--- src/rtl/accumulator_drain.sv ---
// accumulator_drain: walks every accumulator-buffer entry at the selected element
// width, streams each element out over valid/ready, then clears the buffer with
// a single parallel load of zeros.
//
// Ports:
//   clk, reset_n         clock and asynchronous active-low reset
//   start, bitwidth      drain request and element width select (0:SEW 1:2*SEW 2:4*SEW 3:illegal)
//   busy, done, error    status; done/error are one-cycle pulses at the end of a drain
//   buffer_bank_entry    read address into the buffer
//   buffer_data_read     combinational read data for buffer_bank_entry
//   transfer, clear_data parallel-load strobe and its (all-zero) load value
//   out_data, out_valid, out_ready, out_last   element stream
//
// Build option: define ACC_DRAIN_RELU_EN to replace negative elements with zero.
`timescale 1ns/1ps
module accumulator_drain #(
  parameter int BUFFER_WIDTH = 8,
  parameter int SMALLEST_ELEMENT_WIDTH = 4
) (
  input  logic                                        clk,
  input  logic                                        reset_n,
  input  logic                                        start,
  input  logic [1:0]                                  bitwidth,
  output logic                                        busy,
  output logic                                        done,
  output logic                                        error,
  output logic [$clog2(BUFFER_WIDTH)-1:0]             buffer_bank_entry,
  input  logic [SMALLEST_ELEMENT_WIDTH*4-1:0]         buffer_data_read,
  output logic                                        transfer,
  output logic [BUFFER_WIDTH*SMALLEST_ELEMENT_WIDTH-1:0] clear_data,
  output logic [SMALLEST_ELEMENT_WIDTH*4-1:0]         out_data,
  output logic                                        out_valid,
  input  logic                                        out_ready,
  output logic                                        out_last
);
  localparam int SEW = SMALLEST_ELEMENT_WIDTH;
  localparam int DW = SEW * 4;
  localparam int AW = $clog2(BUFFER_WIDTH);
  typedef enum logic [2:0] {IDLE, FETCH, SEND, CLEAR, DONE} state_t;
  state_t state, state_nx;
  logic [1:0] bw;
  logic err;
  logic [AW-1:0] rd_ptr, beat, last_idx;
  logic [DW-1:0] elem;
  assign last_idx = AW'((BUFFER_WIDTH >> bw) - 1);
  // Element extraction: keep the low W bits; with ReLU the top bit of the mask
  // picks out the element's sign bit.
  function automatic logic [DW-1:0] f(input logic [DW-1:0] x, input logic [1:0] b);
    logic [DW-1:0] m;
    m = (b == 2'd2) ? {DW{1'b1}} :
        (b == 2'd1) ? {{(DW-2*SEW){1'b0}}, {(2*SEW){1'b1}}} :
                      {{(DW-SEW){1'b0}}, {SEW{1'b1}}};
`ifdef ACC_DRAIN_RELU_EN
    return |(x & m & ~(m >> 1)) ? '0 : (x & m);
`else
    return x & m;
`endif
  endfunction
  assign elem = f(buffer_data_read, bw);
  always_ff @(posedge clk or negedge reset_n)
    if (!reset_n) state <= IDLE;
    else state <= state_nx;
  always_comb begin
    state_nx = state;
    case (state)
      IDLE:    state_nx = !start ? IDLE : (bitwidth == 2'd3) ? DONE : FETCH;
      FETCH:   state_nx = SEND;
      SEND:    state_nx = (out_ready && beat == last_idx) ? CLEAR : SEND;
      CLEAR:   state_nx = DONE;
      DONE:    state_nx = IDLE;
      default: state_nx = IDLE;
    endcase
  end
  always_comb begin
    busy = state != IDLE;
    done = state == DONE;
    error = state == DONE && err;
    transfer = state == CLEAR;
    out_valid = state == SEND;
    out_last = state == SEND && beat == last_idx;
    buffer_bank_entry = rd_ptr;
    clear_data = '0;
  end
  // rd_ptr leads the presented beat by one, so the next element is already on
  // buffer_data_read when the handshake lands; the fetch on the final
  // handshake is simply not taken.
  always_ff @(posedge clk or negedge reset_n)
    if (!reset_n) begin
      bw <= '0;
      err <= 1'b0;
      rd_ptr <= '0;
      beat <= '0;
      out_data <= '0;
    end else begin
      case (state)
        IDLE:
          if (start) begin
            bw <= bitwidth;
            err <= bitwidth == 2'd3;
            rd_ptr <= '0;
            beat <= '0;
          end
        FETCH: begin
          out_data <= elem;
          rd_ptr <= rd_ptr + 1'b1;
        end
        SEND:
          if (out_ready && beat != last_idx) begin
            out_data <= elem;
            rd_ptr <= rd_ptr + 1'b1;
            beat <= beat + 1'b1;
          end
        default: ;
      endcase
    end
endmodule

--- config.mk ---
export PLATFORM = sky130hd
export DESIGN_NAME = accumulator_drain
export DESIGN_NICKNAME = d
export VERILOG_FILES = /design/src/rtl/accumulator_drain.sv
export SDC_FILE = /design/constraint.sdc
export NUM_CORES = 1
export LEC_CHECK = 0
export ABC_AREA = 1
export CELL_PAD_IN_SITES_DETAIL_PLACEMENT = 1
export CELL_PAD_IN_SITES_GLOBAL_PLACEMENT = 1
export CORE_MARGIN = 1.5
export CORE_UTILIZATION = 29
export DETAILED_ROUTE_END_ITERATION = 10
export PLACE_DENSITY = 0.91
export SLEW_MARGIN = 10
export SYNTH_ARGS = -nofsm -noshare
export SYNTH_HDL_FRONTEND = slang
export SYNTH_SLANG_ARGS = --single-unit
--- constraint.sdc ---
create_clock -name clk -period 1.7 [get_ports clk]
set_input_delay 0.17 -clock clk [delete_from_list [all_inputs] [get_ports clk]]
set_output_delay 0.17 -clock clk [all_outputs]
set_load 0.05 [all_outputs]
== Word-level counts from Yosys, hierarchy flattened ==
Index checks and enable logic that the tools add are counted.
Storage, ports and cells
  bits in registers: 28
  bits of input ports: 22
  output and inout port bits: 57
  word-level logic and storage cells: 48
Operators by class
  $add $sub $neg: 3
  equality and inequality tests: 11
  shift-type cells: 1
  multiplexer cells: 13
  bitwise operators: 1
  reduce and logical (&&, ||, !) cells: 13
Operator list (count)
  16-bit 2-to-1 mux: 2
  16-bit case mux with 2 select lines: 1
  16-bit bitwise AND: 1
  3-bit 2-to-1 mux: 5
  3-bit case mux with 4 select lines: 1
  3-bit case mux with 3 select lines: 1
  8-bit 2-to-1 mux: 1
  3-bit by 1-bit adder with 3-bit output, second input constant: 2
  3-bit by 2-bit == test with 1-bit output, second input constant: 2
  3-bit case mux with 2 select lines: 1
  3-bit AND reduction: 2
  3-bit nonzero test: 2
  2-bit == test, second input constant: 2
  1-bit logical AND: 4
  2-bit AND reduction: 2
  2-bit nonzero test: 2
  4-bit by 2-bit >> shifter with 3-bit output, first input constant: 1
  3-bit by 1-bit == test with 1-bit output, second input constant: 1
  3-bit == test: 1
  3-bit == test, second input constant: 1
  3-bit logical NOT: 1
  3-bit inequality test: 1
  3-bit by 2-bit subtractor with 3-bit output, second input constant: 1
  2-bit by 1-bit == test with 1-bit output, second input constant: 1
  other kinds (3): 3

== Longest topological paths before layout ==
  word-level depth: 6
  gate-level depth with buffers: 10
  mapped depth without buffers: 10

== Least setup slack after synthesis ==
OpenSTA, ideal clock, no wires.
  path kind: flip-flop to output port
  from: register state[0]
  to: output port error
  data arrival time: 2.014 ns
  setup slack: -0.484 ns
  cell stages (with the launch flop): 2
  path buffers: 0
  cells stage by stage: dfrtp_1 -> nor4_1
Between the ends
  cells in the longest elaborated chain, start to end: 2
RTL lines
  start, declared: RTL line 40  | state_t state, state_nx;
  start signal, assigned: RTL line 62  | else state <= state_nx;
  3-bit == test: RTL line 77  | error = state == DONE && err;
  1-bit logical AND: RTL line 77
  end, declared: RTL line 26  | output logic error,
Every way passes these cells.

== Final worst setup path ==
  from: register bw[0]
  to: output port out_last
Between the ends
  cells in the longest elaborated chain, start to end: 4
RTL lines
  start, declared: RTL line 41  | logic [1:0] bw;
  start signal, assigned: RTL line 98  | bw <= bitwidth;
  4-bit by 2-bit >> shifter with 3-bit output: RTL line 45  | assign last_idx = AW'((BUFFER_WIDTH >> bw) - 1);
  3-bit by 2-bit subtractor with 3-bit output: RTL line 45
  3-bit == test: RTL line 80  | out_last = state == SEND && beat == last_idx;
  1-bit logical AND: RTL line 80
  end, declared: RTL line 34  | output logic out_last
Every way passes these cells.

==> flow_summary.toml <==
[worst_setup_path]
worstSetupStartpoint = "bw[0]"
crit_path_cell_trace = "inv_2 > ha_4 > xnor2_2 > nand3_2 > nor2_4 > buf_12"
worstSetupStartpointType = "register"
criticalPathCategory = "reg -> out"
critPathBufInv = 2
cpPeakStageDelay_ps = 430
worstPathArrival_ps = 1530
required_ps = 1530
critPathTopFamily = "flip-flops"
slowest_stage = "dfrtp_1"
worstPathMaxFanout = 3
rr_startpoint = "bw[0]"
end_kind = "primary output"

[clocking]
clk_pin_slew_ps = 110
worstSkewPairLatency_ps = 280
clk_root_buffer_cell = "clkbuf_8"
cts_buffers = 3
htreeDepth = 1
cts_sinks = 28
clock_path_buffers = 2
cts_tree = "built"

[timing]
final-hold-violation-count = 0
setup_viol = 1
fin_crit_sh_pct = 100.3
worst_pin_slew_ps = 513.5
rsz0062_at_grt = "true"
fin_skew_ps = 6.931
drv_slew = 0
setup_ws_ps = -4.645
period_needed_ps = 1705
finalSetupTns_ps = -4.645
max_freq_mhz = 586.6
maxSlewHeadroom_pct = 65.66

[detailed_routing]
drtPass1Iterations = 4
drt_iter0_markers = 61
wl_mm = 4.390
detail-route-antenna-nets = 0
route.detailed.wl_per_inst_um = 12.72
viasPerCell = 4.212
drc = 0
num_vias = 1453

[grt]
grt_pass1_vias = 1516
grt_busiest_layer = "met2"
grt_overflow = 0
grtUsageMet3_pct = 2.159
use_met1_pct = 16.38
use_met2_pct = 24.79
grt_max_degree = 29
grt_pass1_wl_mm = 6.865
grt.total_usage_pct = 13.63
antenna_found_initial = 0

[synth]
syn_avg_cell_area_um2 = 7.919
syn_inst = 219
seq_area_frac_synth_pct = 40.40
syn_area_mm2 = 0.001734
synth_cell_types = 24
synth-seq-cells = 28
yosysWarnings = 0

[floorplanning]
io_pins = 79
die_y_um = 80.33
dieArea_mm2 = 0.006453
core_area_mm2 = 0.005642
start_util_pct = 30.74
dieWidth_um = 80.33
rows = 27

[cells_and_area]
areaGrowthSynthToFinish_pct = 38.74
fill_cells = 698
stdcell_area_mm2 = 0.002406
mostFrequentLayoutCells = "nand2_1 (70), clkdlybuf4s50_1 (34), conb_1 (32)"
final_core_util_pct = 42.65
n_antenna_cell = 0
nets = 301
drive_above_1_share_pct = 18.68
layout_commonest_cell = "nand2_1"

[pwr]
power.internal_w = 0.002235
peakVddDrop_uv = 760.2
p_switching_w = 0.002331
p_leak_nw = 1.286
powerDensity_mw_per_mm2 = 1897
total_power_w = 0.004565
combPwrFrac_pct = 63.1
power.share.clock_pct = 11.8
power_switching_share_pct = 51.05
share_seq_of_total_power_pct = 25.1

[job]
drv_cap = 0

[worst_hold_path]
hp-class = "in -> async"

[placement]
placed_cell_area_mm2 = 0.002207
hpwl_mm = 3.242
pre_cts_ws_ps = 75.40
numPortBuffers = 46
gp_congestion = 0.7419

[outcome]
outcome = "finished, violations left"
violations = "negative setup slack"
[registers in the layout (all words and copies together), names as in the netlist]
| name | count |
|---|---|
| beat | 3 |
| state | 3 |
| bw | 2 |
| out_data | 16 |
| buffer_bank_entry | 3 |
| err | 1 |
[metal layers]
metal | vias to the layer above | share of wire [%]
li1 | 711 | -
met5 | - | 0
met4 | 0 | 0.73
met1 | 694 | 42
met2 | 44 | 52
met3 | 4 | 4.5
[logic make-up (layout without fill, tap and decap cells)]
| kind of cell | Yosys count | count (layout) | share of synthesized area, % |
|---|---|---|---|
| compound gates | 4 | 4 | 1.371 |
| xor+xnor | 3 | 3 | 1.515 |
| fa+ha+maj | 5 | 5 | 3.608 |
| buf+inv | 63 | 85 | 22.08 |
| flops | 28 | 28 | 40.40 |
| other cells | 1 | 32 | 0.2162 |
| simple gates | 115 | 116 | 30.81 |
[synth_stat cells]
library cell  count  area (um^2)
xnor2_1           3        26.28
nand3_1          23        115.1
nand2_2           2        12.51
inv_1            23        86.33
buf_6             1        11.26
o21ai_0           2        10.01
inv_4             1        6.260
nand2_4           3        33.78
clkbuf_1          1        3.750
nand2_1          70        262.8
dfrtp_1          28        700.7
conb_1            1        3.750
buf_4            33        247.7
nor2_4            2        22.52
o22ai_1           1        6.260
buf_8             1        15.01
nor4_1            1        6.260
inv_2             2        7.510
nand3_4           2        35.03
buf_2             1        5.000
nor2_1           11        41.29
nor3_1            1        5.000
ha_1              5        62.56
o21a_1            1        7.510
[path summary, 6_finish.rpt]
check	endpoint	depth (start not counted)	slack, ps
hold / removal	out_data[8]	2	270
hold reg to reg	err	1	500
max in group asynchronous	bw[1]	2	1140
setup / recovery	out_last	6	-5
min in group clk	out_data[1]	3	410
setup reg to reg	out_data[8]	9	60
[through the flow]
stage / cells / hold WS (ps)
global route: 345 / 294.8
detailed placement: 335 / 482.2
finish: 345 / 267.2
global placement: 335 / 477.7
CTS: 341 / 287.3
floorplan: 250 / -125.6
[power groups by stage]
stage	combinational (W)	sequential, W	clock, W
after global routing	0.00310	0.00118	0.000571
final	0.00288	0.00115	0.000540
after detailed placement	0.00263	0.00114	0
after global placement	0.00255	0.00112	0
after floorplan	0.00134	0.00164	0
after CTS	0.00274	0.00113	0.000549
[layout make-up]
type	instances	area, um^2	share of cell area [%]
clock inverter	1	30.03	1.248
clock buffer	3	41.29	1.716
timing repair buffer	55	584.3	24.28
multi-input combinational	160	858.3	35.67
sequential	28	701.9	29.17
inverter	26	100.1	4.160
tap	72	90.09	3.744
[timing repair]
action / CTS / global route
cloned: 0 / 1
hold buffers: 0 / 0
buffers inserted: 2 / 3
endpoints found under the setup margin: 1 / 20
gates resized for setup: 8 / 11
pin swaps: 3 / 3
No activity file was read; power rests on OpenSTA's default activity.
